**src/rtl/dispense_scheduler.sv**
```systemverilog
// dispense_scheduler
//   Serialises dispense requests for two pill dispensers so that only one
//   actuator is driven at a time. Requests come from the slot pulses
//   (masked by each dispenser's schedule) and from override rising edges.
//   Pending requests are served round-robin. Each dispense has a fixed
//   on-time followed by a fixed idle gap, both counted in sec_tick pulses.
//
//   Ports
//     CLOCK_50                       system clock (rising edge)
//     resetn                         async active-low reset
//     sec_tick                       one-cycle pulse per second
//     morningP/afternoonP/eveningP   one-cycle slot pulses
//     sched1, sched2 [2:0]           slot enables: [0] morning, [1] afternoon, [2] evening
//     ov1, ov2                       override levels (rising edge = request)
//     motor1, motor2                 actuator drives, mutually exclusive
//     alarm_en                       high in ARM and ON
//     busy                           high whenever not IDLE
//     pend [1:0]                     pending flags, [0] dispenser 1, [1] dispenser 2
//     drop_cnt [3:0]                 saturating count of lost requests
//
//   state | meaning
//   IDLE  | nothing in service, grant taken when any pend bit is set
//   ARM   | grant latched, waiting for the next sec_tick to start the motor
//   ON    | motor[gnt] driven, counting ON_SECS ticks
//   GAP   | motor off, counting GAP_SECS ticks before the next grant
module dispense_scheduler #(
  parameter int unsigned ON_SECS  = 3,
  parameter int unsigned GAP_SECS = 2
) (
  input  logic       CLOCK_50,
  input  logic       resetn,
  input  logic       sec_tick,
  input  logic       morningP,
  input  logic       afternoonP,
  input  logic       eveningP,
  input  logic [2:0] sched1,
  input  logic [2:0] sched2,
  input  logic       ov1,
  input  logic       ov2,
  output logic       motor1,
  output logic       motor2,
  output logic       alarm_en,
  output logic       busy,
  output logic [1:0] pend,
  output logic [3:0] drop_cnt
);

  typedef enum logic [1:0] {IDLE, ARM, ON, GAP} state_t;

  state_t     state;
  logic [3:0] cnt;
  logic       gnt;        // 0 = dispenser 1, 1 = dispenser 2
  logic       last;       // last dispenser served, same encoding as gnt
  logic       ov_prev1;
  logic       ov_prev2;

  logic       req1;
  logic       req2;
  logic [1:0] req;
  logic [1:0] clr;
  logic [1:0] drop;
  logic [4:0] drop_sum;
  logic       grant_next;

  always_comb begin
    req1 = (morningP & sched1[0]) | (afternoonP & sched1[1]) |
           (eveningP & sched1[2]) | (ov1 & ~ov_prev1);
    req2 = (morningP & sched2[0]) | (afternoonP & sched2[1]) |
           (eveningP & sched2[2]) | (ov2 & ~ov_prev2);
    req  = {req2, req1};

    // pend[gnt] is released on the ARM->ON transition
    clr = 2'b00;
    if (state == ARM && sec_tick)
      clr = gnt ? 2'b10 : 2'b01;

    // a request only counts as lost if its flag is set and stays set
    drop     = req & pend & ~clr;
    drop_sum = {1'b0, drop_cnt} + {4'b0000, drop[0]} + {4'b0000, drop[1]};

    case (pend)
      2'b01:   grant_next = 1'b0;
      2'b10:   grant_next = 1'b1;
      default: grant_next = ~last;
    endcase
  end

  always_ff @(posedge CLOCK_50 or negedge resetn) begin
    if (!resetn) begin
      ov_prev1 <= 1'b0;
      ov_prev2 <= 1'b0;
      pend     <= 2'b00;
      drop_cnt <= 4'd0;
    end else begin
      ov_prev1 <= ov1;
      ov_prev2 <= ov2;
      // set wins over clear
      pend     <= req | (pend & ~clr);
      drop_cnt <= (drop_sum > 5'd15) ? 4'd15 : drop_sum[3:0];
    end
  end

  always_ff @(posedge CLOCK_50 or negedge resetn) begin
    if (!resetn) begin
      state    <= IDLE;
      cnt      <= 4'd0;
      gnt      <= 1'b0;
      last     <= 1'b1;
      motor1   <= 1'b0;
      motor2   <= 1'b0;
      alarm_en <= 1'b0;
      busy     <= 1'b0;
    end else begin
      case (state)
        IDLE: begin
          // a tick in this cycle is deliberately ignored; ARM waits for the next
          if (pend != 2'b00) begin
            gnt      <= grant_next;
            state    <= ARM;
            alarm_en <= 1'b1;
            busy     <= 1'b1;
          end
        end
        ARM: begin
          if (sec_tick) begin
            state  <= ON;
            cnt    <= 4'(ON_SECS);
            motor1 <= ~gnt;
            motor2 <= gnt;
            last   <= gnt;
          end
        end
        ON: begin
          if (sec_tick) begin
            if (cnt == 4'd1) begin
              state    <= GAP;
              cnt      <= 4'(GAP_SECS);
              motor1   <= 1'b0;
              motor2   <= 1'b0;
              alarm_en <= 1'b0;
            end else begin
              cnt <= cnt - 4'd1;
            end
          end
        end
        GAP: begin
          if (sec_tick) begin
            if (cnt == 4'd1) begin
              state <= IDLE;
              busy  <= 1'b0;
            end else begin
              cnt <= cnt - 4'd1;
            end
          end
        end
        default: begin
          state    <= IDLE;
          motor1   <= 1'b0;
          motor2   <= 1'b0;
          alarm_en <= 1'b0;
          busy     <= 1'b0;
        end
      endcase
    end
  end

endmodule

```
**config.mk**
```make
export PLATFORM = sky130hd
export DESIGN_NAME = dispense_scheduler
export DESIGN_NICKNAME = d
export VERILOG_FILES = /design/src/rtl/dispense_scheduler.sv
export SDC_FILE = /design/constraint.sdc
export NUM_CORES = 1
export LEC_CHECK = 0
export BUFFER_PORTS_ARGS = -buffer_cell sky130_fd_sc_hd__buf_2
export CORE_MARGIN = 2
export CORE_UTILIZATION = 53
export DETAILED_ROUTE_END_ITERATION = 12
export GPL_TIMING_DRIVEN = 0
export PLACE_DENSITY_LB_ADDON = 0.1
export SLEW_MARGIN = 30
export SYNTH_ARGS = -nofsm -noshare
export SYNTH_HDL_FRONTEND = slang
export SYNTH_SLANG_ARGS = --single-unit
```
**constraint.sdc**
```tcl
create_clock -name CLOCK_50 -period 2.1 [get_ports CLOCK_50]
set_clock_uncertainty 0.05 [all_clocks]
set_input_delay 0.21 -clock CLOCK_50 [delete_from_list [all_inputs] [get_ports CLOCK_50]]
set_output_delay 0.21 -clock CLOCK_50 [all_outputs]
set_load 0.005 [all_outputs]
```
After elaboration in Yosys (flattened, before gate mapping). Cells that the tools add are included.

Register bits: 20.

Eq/ne operators: 13. Add/sub/neg operators: 3. Multiplexer cells: 26. Bitwise operators: 23. Magnitude comparators: 1. Reductions and logical operators: 14.

Operators by type and width (number): $mux W4 (6); $mux W2 (8); $ne A2 B2 Y1 const B (7); $pmux W4 S3 (1); $reduce_and A4 Y1 (3); $pmux W1 S2 (5); $and A1 B1 Y1 (8); $pmux W2 S4 (1); $reduce_bool A2 Y1 (4); $and A2 B2 Y2 (3); $eq A2 B2 Y1 const B (3); $or A1 B1 Y1 (6); $reduce_and A6 Y1 (1); $add A4 B1 Y5 (1); $add A5 B1 Y5 (1); $gt A5 B4 Y1 const B (1); $mux W1 (5); $reduce_and A5 Y1 (1); $eq A2 B1 Y1 const B (2); $eq A4 B1 Y1 const B (1); $not A1 Y1 (4); $reduce_and A2 Y1 (2); $sub A4 B1 Y4 const B (1); $reduce_bool A3 Y1 (1); 4 further kinds (4).

Depth between registers and ports, before layout. Gate-level depths: netlist of run 1.

Word-level depth: 10. Depth in mapped cells: 11. Gate-level depth less buffers: 11.

Worst setup path before layout of run 1. OpenSTA, ideal clock, no wires.

Path kind: register -> register. From: register state[1]. To: register drop_cnt[3]. Path buffers: 0. Path slack: 0.185 ns. Clock period less this slack: 1.915 ns. Data required time: 1.962 ns. Setup time: 0.088 ns. Cell stages (with the launch flop): 11. Arrival time: 1.777 ns. Path through: dfrtp_1 -> inv_1 -> ha_1 -> nand2_1 -> nor2_1 -> nand3b_1 -> fa_1 -> inv_1 -> ha_1 -> nor2b_1 -> a41oi_1.

Cells in the longest elaborated chain, start to end: 9.

RTL lines: start: declaration (line 50) `state_t state;`; start signal: assignment (line 105) `state <= IDLE;`; start signal: assignment (line 119) `state <= ARM;`; start signal: assignment (line 126) `state <= ON;`; $eq A2 B1 Y1 * (line 74) `if (state == ARM && sec_tick)`; $logic_and A1 B1 Y1 * (line 74); $mux W2 * (line 74); $not A2 Y2 * (line 78) `drop = req & pend & ~clr;`; $and A2 B2 Y2 * (line 78); $add A4 B1 Y5 (line 79) `drop_sum = {1'b0, drop_cnt} + {4'b0000, drop[0]} + {4'b0000, drop[1]};`; $add A5 B1 Y5 * (line 79); $gt A5 B4 Y1 (line 99) `drop_cnt <= (drop_sum > 5'd15) ? 4'd15 : drop_sum[3:0];`; $mux W4 * (line 99); end signal: assignment (line 99); end: declaration (line 45) `output logic [3:0] drop_cnt`.

Mark *: on every way between the ends. The rest lies on a longest branch, timed or not. A chain may end at the register's enable or synchronous reset.

Final worst setup path of run 1.
From: input port ov2. To: register drop_cnt[3].

Cells in the longest elaborated chain, start to end: 7.

RTL lines: start: declaration (line 39) `input logic ov2,`; $and A1 B1 Y1 * (line 69) `(eveningP & sched2[2]) | (ov2 & ~ov_prev2);`; $or A1 B1 Y1 * (line 69); $and A2 B2 Y2 * (2 in a row) (line 78); $add A5 B1 Y5 * (line 79); $gt A5 B4 Y1 (line 99); $mux W4 * (line 99).

Marked as above.

==> out/qor.yml, run 1 <==
status: "finished clean"
yosysMostFrequentCell: "dfrtp_1"
p_sw_mw: 0.744
fillCellCount: 154
p_per_area_nw_per_um2: 1410
drv_cap: 0
rsz0062_at_grt: "no"
hpwl_um: 1550
grt_first_pass_wirelength_um: 3640
wl_per_cell_um: 11.8
cts-root-buf: "clkbuf_4"
cts.clk_slew.worst_paths_ps: 130
power.share.clock_pct: 16.6
chipWidth_um: 49.9
core_area_um2: 1980
drive_gt1_share_pct: 27.2
grtUsageMet2_pct: 30.7
critPathMaxFanout: 4
syn_avg_cell_area_um2: 9.63
grt_pass1_vias: 832
vias: 920
utilization_pct: 69.2
p_int_mw: 1.19
ys_types: 34
synth_edf_count: 0
slew_violations: 0
syn_nets: 140
antenna_found_initial: 0
cp.arrival_ps: 2170
slowest_delay_ps: 520
synth.ff_latch_count: 20
routabilityCongestion: 0.738
tns_ps: 0
synth.top_cell.area_share_pct: 42.6
pwr-share-comb_pct: 49.3
required_ps: 2280
swShare_pct: 38.6
wl_um: 2050
worst_pin_slew_ps: 447
antennaDiodeCount: 0
synth_commonest_cells: "dfrtp_1 (19), nand2_1 (15), inv_1 (11), nor2_1 (11), ha_1 (9)"
cts_sinks: 20
cts_buffers: 3
met3_usage_pct: 2.73
post-route-period-util_pct: 94.8
synth-main-ff-cell: "dfrtp_1"
worstSetupPathType: "in2reg"
grt_max_degree: 21
post-synth-top-area-cell: "dfrtp_1"
ir_worst_vdd_uv: 883
holdCritPathClass: "in2reg"
clk_latency_ps: 300
routed_via_density: 5.29
power_leakage_nw: 0.682
endpoint_kind: "flop"
die_height_um: 49.9
drc: 0
final-setup-viol-count: 0
fmax_mhz: 502
syn_to_final_growth_pct: 22.7
pin_count: 24
cp_cell_sequence: "dlygate4sd3_1, buf_2, inv_1, o21ai_0, a221o_1, nand3_1, fa_1, inv_2, ha_4, nor2b_1, a41oi_1"
initial_core_util_pct: 56.4
min_period_ps: 1990
ant_nets: 0
power_frac_seq_pct: 34.1
slew_headroom_pct: 70.2
yosys_warnings: 0
numPortBuffers: 23
cts_tree: "built"
async_flop_share_pct: 100
start_kind: "primary input"
top_usage_layer: "met2"
drtPass1Iterations: 4
syn_inst: 116
dr.first_iter.drc_count: 19
netlist_area_um2: 1120
cts.path.max_buffers: 2
synth_top_cells_by_area: "dfrtp_1 (43%), ha_1 (10%), nand2_1 (5.0%)"
gr-total-overflow: 0
use_met1_pct: 26.4
grt_usage_pct: 19.4
nNetsFinal: 172
rows: 16
dieArea_um2: 2490
h-tree-depth: 1
crit_path_top_delay_cell: "dlygate4sd3_1"
hold_viol_final: 0
yosysSeqAreaShare_pct: 44.9
## metal layers
| layer | up-vias | share of wire (%) |
|---|---|---|
| met3 | 4 | 2.9 |
| met5 | - | 0 |
| met2 | 17 | 48 |
| li1 | 464 | - |
| met4 | 0 | 1.5 |
| met1 | 435 | 47 |
## path summary, 6_finish.rpt
| path | from | endpoint | slack (ps) | depth (start not counted) |
|---|---|---|---|---|
| max | ov2 | drop_cnt[3] | 110 | 11 |
| min | sec_tick | last | 170 | 4 |
| max reg2reg | state[0] | drop_cnt[3] | 140 | 9 |
| min reg2reg | last | last | 420 | 2 |
| max in group asynchronous | resetn | last | 1350 | 2 |
| min in group asynchronous | resetn | alarm_en | 310 | 2 |
## critical path: cells and delay by family
family | cells | cell delay (ps)
AO/OA/AOI/OAI | 3 | 490
adder cells (fa/ha/maj) | 2 | 570
buffers and inverters | 4 | 770
AND/OR/NAND/NOR | 2 | 140
## logic make-up (layout without fill, tap and decap cells)
kind of cell    count (synthesis)  count (layout)  share of synthesized area (%)
simple gates                   42              42                           18.1
flops                          20              20                           44.9
compound gates                 30              30                           19.5
mux                             1               1                           1.01
buf+inv                        13              44                           4.59
fa+ha+maj                      10              10                           11.9
## power by group through the flow
stage	combinational, mW	sequential, mW	clock (mW)
floorplan	0.685	0.652	0
global placement	0.872	0.657	0
detailed placement	0.896	0.667	0
CTS	0.928	0.655	0.327
global route	1.08	0.687	0.338
finish	0.951	0.659	0.321
## layout by cell type (no fill, tap or decap), drive strengths merged, types with 2 or more instances in the layout
master / instances
a21o: 2
a21oi: 7
a221o: 2
a22o: 3
buf: 26
clkbuf: 3
dfrtp: 19
dlygate4sd3: 3
ha: 9
inv: 11
nand2: 15
nand2b: 2
nand3: 4
nor2: 11
nor2b: 2
nor3: 3
o21ai: 6
## registers in the layout (all words and copies together), names as in the netlist
| signal | count |
|---|---|
| drop_cnt | 4 |
| last | 1 |
| busy | 1 |
| motor2 | 1 |
| cnt | 4 |
| alarm_en | 1 |
| pend | 2 |
| gnt | 1 |
| motor1 | 1 |
| ov_prev1 | 1 |
| ov_prev2 | 1 |
| state | 2 |
## repair_timing
action                                  4_1_cts  5_1_grt
hold buffers                                  3        0
hold endpoints to repair                     21        0
endpoints found under the setup margin        2        4
cloned                                        0        0
buffers inserted                              1        0
resized for setup                             1        3
## metrics by stage
step | power, mW | cell area, um2 | hold slack (ps) | setup slack [ps] | instances
after global routing | 2.11 | 1370 | 191 | 1.17 | 174
after global placement | 1.53 | 1270 | 132 | 60.5 | 166
after CTS | 1.91 | 1360 | 168 | 20.4 | 174
after detailed placement | 1.56 | 1270 | 137 | 23.6 | 166
final | 1.93 | 1370 | 170 | 109 | 174
after floorplan | 1.34 | 1120 | -136 | 185 | 116
## cell type report
type | count | area [um2] | area share [%]
sequential | 20 | 502 | 36.6
clock buffer | 3 | 22.5 | 1.64
multi-input combinational | 83 | 579 | 42.2
timing repair buffer | 27 | 153 | 11.1
tap | 27 | 33.8 | 2.46
clock inverter | 1 | 30.0 | 2.19
inverter | 11 | 41.3 | 3.01
buffer | 2 | 10.0 | 0.730
No activity file was read; power rests on OpenSTA's default activity.
==> run 2, diff against run 1 <==
- ABC_AREA: unset -> 1
- CORE_UTILIZATION: 53 -> 45
==> run 2 against run 1 <==
Net effect:
- design area up 8.1%
- sequential power down 1%
- setup slack improved by 0.90 ps
- critical path type is now reg2reg
- critical endpoint is now drop_cnt[0]
==> out/qor.yml, run 2 <==
numPortBuffers: 23
fmax_mhz: 502
hold_viol_final: 0
ir_worst_vdd_uv: 792
min_period_ps: 1990
drtPass1Iterations: 4
routed_via_density: 4.96
cp.arrival_ps: 2190
final_common_cell: "nand2_1"
rsz0062_at_grt: "no"
cp_num_cells: 13
endpoint_kind: "flop"
cpMostUsedCell: "inv_2"
yosysMostFrequentCell: "nand2_1"
wl_per_cell_um: 11.2
cts_tree: "built"
pin_count: 24
top_regs: "cnt: 4 flops, drop_cnt: 4 flops"
syn_nets: 172
synth.top_cell.area_share_pct: 40.3
final-setup-viol-count: 0
slew_headroom_pct: 69.9
power_leakage_nw: 0.813
hpwl_um: 1730
yosys_warnings: 0
ant_nets: 0
post-route-period-util_pct: 94.8
grt_pass1_vias: 1005
cts_sinks: 20
mostFrequentLayoutCells: "nand2_1 (38), inv_1 (25), buf_2 (23), dfrtp_1 (19)"
antennaDiodeCount: 0
drc: 0
drv_cap: 0
dr.first_iter.drc_count: 11
routabilityCongestion: 0.764
critPathMaxFanout: 3
nNetsFinal: 205
chipWidth_um: 55.2
synth_top_cells_by_area: "dfrtp_1 (40%), nand2_1 (14%), ha_1 (9.5%)"
cp_cell_sequence: "inv_2, ha_4, nand2_2, inv_2, a21oi_2, nand2_1, fa_2, inv_2, ha_4, nand2_2, inv_2, nand2_4, nand2_1"
layoutNonFillerInstCount: 210
clk_latency_ps: 320
h-tree-depth: 1
status: "finished clean"
r2r_cells: 13
cts-root-buf: "clkbuf_4"
synth-main-ff-cell: "dfrtp_1"
antenna_found_initial: 0
wl_um: 2350
syn_avg_cell_area_um2: 7.97
fillCellCount: 245
dieArea_um2: 3050
netlist_area_um2: 1180
p_per_area_nw_per_um2: 1410
cts.clk_slew.worst_paths_ps: 130
syn_inst: 148
crit_path_top_delay_cell: "dfrtp_1"
hold_depth: 3
grt_first_pass_wirelength_um: 4090
syn_to_final_growth_pct: 25.7
post-synth-top-area-cell: "dfrtp_1"
core_area_um2: 2480
seqCellArea_um2: 502
async_flop_share_pct: 100
slowest_delay_ps: 390
crit_buf_inv: 4
dpl_worst_slack_ps: -87.0
worst_pin_slew_ps: 452
cts.path.max_buffers: 2
grt_max_degree: 21
required_ps: 2300
vias: 1042
start_kind: "flop"
cts_buffers: 3
grt_usage_pct: 16.4
synth_edf_count: 0
synth_commonest_cells: "nand2_1 (43), inv_1 (29), dfrtp_1 (19), ha_1 (9), nand3_1 (8)"
worstSetupPathType: "reg2reg"
initial_core_util_pct: 47.6
dp_cells: 201
die_height_um: 55.2
holdCritPathClass: "in2reg"
slew_violations: 0
crit_family: "adder cells"
hold_slack_ps: 104
ys_types: 26
multi_input_comb_area_um2: 618
utilization_pct: 59.8
yosysSeqAreaShare_pct: 42.5
fin_ws_ps: 110
gr-total-overflow: 0
drive_gt1_share_pct: 30.0
rows: 18
synth.ff_latch_count: 20
==> run 2: where the power goes <==
group | internal [mW] | total (mW) | switching [mW]
logic | 0.468 | 1.11 | 0.641
registers | 0.534 | 0.652 | 0.117
clock network | 0.193 | 0.323 | 0.130
total | 1.20 | 2.08 | 0.888
==> run 2: area by class of cell <==
class / count / area share (%)
multi-input cells: 98 / 41.7
flip-flops and latches: 20 / 33.8
repair buffers: 28 / 10.8
inverters: 30 / 7.59
well taps: 30 / 2.53
clock inverters: 1 / 2.03
clock buffers: 3 / 1.52
==> run 2: cells by family (layout without fill, tap and decap cells) <==
| logic type | count (synthesis) | count (layout) | share of synthesized area [%] |
|---|---|---|---|
| flops | 20 | 20 | 42.5 |
| fa+ha+maj | 10 | 10 | 11.2 |
| compound gates | 18 | 18 | 9.44 |
| simple gates | 69 | 69 | 26.5 |
| buf+inv | 30 | 62 | 9.54 |
| xor+xnor | 1 | 1 | 0.742 |
==> run 2: through the flow <==
stage | power, mW | cell area, um2 | TNS (ps)
after detailed placement | 1.62 | 1330 | -143
final | 2.08 | 1480 | 0
after CTS | 2.00 | 1440 | 0
after global routing | 2.29 | 1480 | 0
after global placement | 1.58 | 1330 | -0.781
after floorplan | 1.37 | 1180 | 0
==> run 2: worst register-to-register path, stage by stage (launching register included) <==
cell and delay [ps]:
dfrtp_1 390, inv_2 60, ha_4 170, nand2_2 80
inv_2 50, a21oi_2 140, nand2_1 100, fa_2 390
inv_2 90, ha_4 130, nand2_2 60, inv_2 90
nand2_4 60, nand2_1 70
==> run 2: path summary, 6_finish.rpt <==
kind                            slack (ps)          end  startpoint
worst max-delay path                   110  drop_cnt[0]    state[1]
worst min-delay path                   100      pend[1]   sched2[2]
worst max register to register         110  drop_cnt[0]    state[1]
worst min register to register         430         last        last
max in group asynchronous             1330         last      resetn
min in group asynchronous              310         busy      resetn
==> run 2: per-layer routing <==
metal	GRT usage [%]	share of wire, %
met1	18.9	41
met2	29.9	52
met3	5.39	5.7
met4	2.79	1.4
met5	0	0
==> run 2: what timing repair did <==
| item | 4_1_cts | 5_1_grt |
|---|---|---|
| endpoints found under the hold margin | 21 | 0 |
| gates resized for setup | 3 | 15 |
| pin swaps | 0 | 5 |
| buffers inserted | 2 | 0 |
| endpoints found under the setup margin | 4 | 4 |
| hold buffers | 3 | 0 |
==> run 3, diff against run 2 <==
- BUFFER_PORTS_ARGS: -buffer_cell sky130_fd_sc_hd__buf_2 -> -buffer_cell sky130_fd_sc_hd__buf_4
==> run 3 against run 2 <==
Net effect:
- final cell count up 0.48%
- combinational power about the same
- global-route usage down 0.18 points
- design area up 2.4%
- register-to-register slack about the same
- critical endpoint is now drop_cnt[2]
- highest routed layer unchanged
==> out/qor.yml, run 3 (synthesized netlist as in run 2, its figures left out) <==
slowest_delay_ps: 430
final-setup-viol-count: 0
h-tree-depth: 1
min_period_ps: 1990
mostFrequentLayoutCells: "nand2_1 (38), inv_1 (26), buf_4 (26), dfrtp_1 (19), nand2_2 (9)"
required_ps: 2290
routed-wl-met3_um: 118
pin_count: 24
maxUsedRoutingLayer: "met4"
rsz0062_at_grt: "yes"
grt_first_pass_wirelength_um: 3970
crit_path_top_delay_cell: "dfrtp_1"
top_regs: "cnt: 4 flops, drop_cnt: 4 flops"
wl_per_cell_um: 10.4
routabilityCongestion: 0.740
cts-root-buf: "clkbuf_4"
placed_cell_area_um2: 1390
start_kind: "flop"
chipWidth_um: 55.2
wl_met2_um: 1140
vias: 1031
hold_viol_final: 0
drv_cap: 0
utilization_pct: 61.3
ir_worst_vdd_uv: 1020
fmax_mhz: 503
drc: 0
cts_sinks: 20
final_common_cell: "nand2_1"
slew_headroom_pct: 78.3
grt_max_degree: 21
clk_latency_ps: 310
core_area_um2: 2480
grt_usage_pct: 16.2
numPortBuffers: 23
cp_cell_sequence: "ha_4, nand2_2, inv_2, a21oi_4, nand2_2, fa_2, inv_1, ha_2, nand2_2, inv_2, nand2_2, o21ai_2"
rows: 18
holdCritPathClass: "in2reg"
cts.clk_slew.worst_paths_ps: 120
hpwl_um: 1690
cpMostUsedCell: "nand2_2"
critPathMaxFanout: 3
finalInstanceArea_um2: 1520
status: "finished clean"
antenna_found_initial: 0
r2r_cells: 12
endpoint_kind: "flop"
crit_buf_inv: 3
drive_gt1_share_pct: 29.8
nNetsFinal: 206
gr-total-overflow: 0
routed_via_density: 4.89
slew_violations: 0
hold_depth: 3
ant_nets: 0
die_height_um: 55.2
worstSetupPathType: "reg2reg"
post-route-period-util_pct: 94.7
cts_tree: "built"
m1WireLength_um: 905
grt_pass1_vias: 1013
worst_pin_slew_ps: 323
syn_to_final_growth_pct: 28.7
dieArea_um2: 3050
cts_buffers: 3
cts.path.max_buffers: 2
wl_um: 2200
cp_num_cells: 12
dr.first_iter.drc_count: 27
cp.arrival_ps: 2180
crit_family: "adder cells"
initial_core_util_pct: 47.6
drtPass1Iterations: 4
power_leakage_nw: 0.825
antennaDiodeCount: 0
p_per_area_nw_per_um2: 1290
[run 3: cell count changes in the layout (fill, tap and decap cells not counted), sizes merged]
cell and delta:
buf +1, bufinv -1, clkbuf +1
[run 3: area by class of cell]
| class | count | area, um2 |
|---|---|---|
| inverters | 30 | 113 |
| flip-flops and latches | 20 | 502 |
| well taps | 30 | 37.5 |
| fillers | 227 | 958 |
| multi-input cells | 98 | 616 |
| repair buffers | 29 | 225 |
| clock buffers | 4 | 26.3 |
[run 3: worst reg2reg max path, cell delays in order, from the launching register on]
cell     delay, ps
dfrtp_1        430
ha_4           180
nand2_2         80
inv_2           60
a21oi_4        150
nand2_2         70
fa_2           390
inv_1           70
ha_2           180
nand2_2         70
inv_2           70
nand2_2         70
o21ai_2         60
[run 3: path summary, 6_finish.rpt]
kind                       slack [ps]       from           to
max                               110   state[0]  drop_cnt[2]
min                                80  sched2[2]      pend[1]
max reg2reg                       110   state[0]  drop_cnt[2]
min reg2reg                       440       last         last
max in group asynchronous        1470     resetn         last
min in group asynchronous         250     resetn       cnt[3]
[run 3: power by group]
group | leakage (nW) | internal, mW | switching [mW]
combinational | 0.584 | 0.498 | 0.627
clock | 0.0150 | 0.0741 | 0.120
sequential | 0.226 | 0.535 | 0.112
total | 0.825 | 1.11 | 0.859
[run 3: routing by layer]
layer  global-route usage (%)  vias to the layer above
met2                     29.1                       25
met4                     7.32                        0
met1                     18.9                      470
li1                         -                      530
met5                        0                        -
met3                     2.58                        6
[run 3: timing repair]
item                                   in CTS  in global routing
setup endpoints to repair                   4                  4
gates resized for setup                     3                 14
pin swaps                                   0                  4
endpoints found under the hold margin      22                  0
hold buffers                                3                  0
setup buffers                               2                  1
[run 3: per-stage QoR]
| step | hold WS [ps] | total power, mW | setup slack, ps | instances | setup TNS [ps] |
|---|---|---|---|---|---|
| finish | 84.6 | 1.97 | 112 | 211 | 0 |
| CTS | 74.8 | 1.90 | 38.0 | 210 | 0 |
| global placement | 54.2 | 1.62 | 2.07 | 201 | 0 |
| detailed placement | 57.7 | 1.65 | -114 | 201 | -257 |
| floorplan | -136 | 1.37 | 183 | 148 | 0 |
| global route | 102 | 2.19 | -8.72 | 211 | -14.5 |
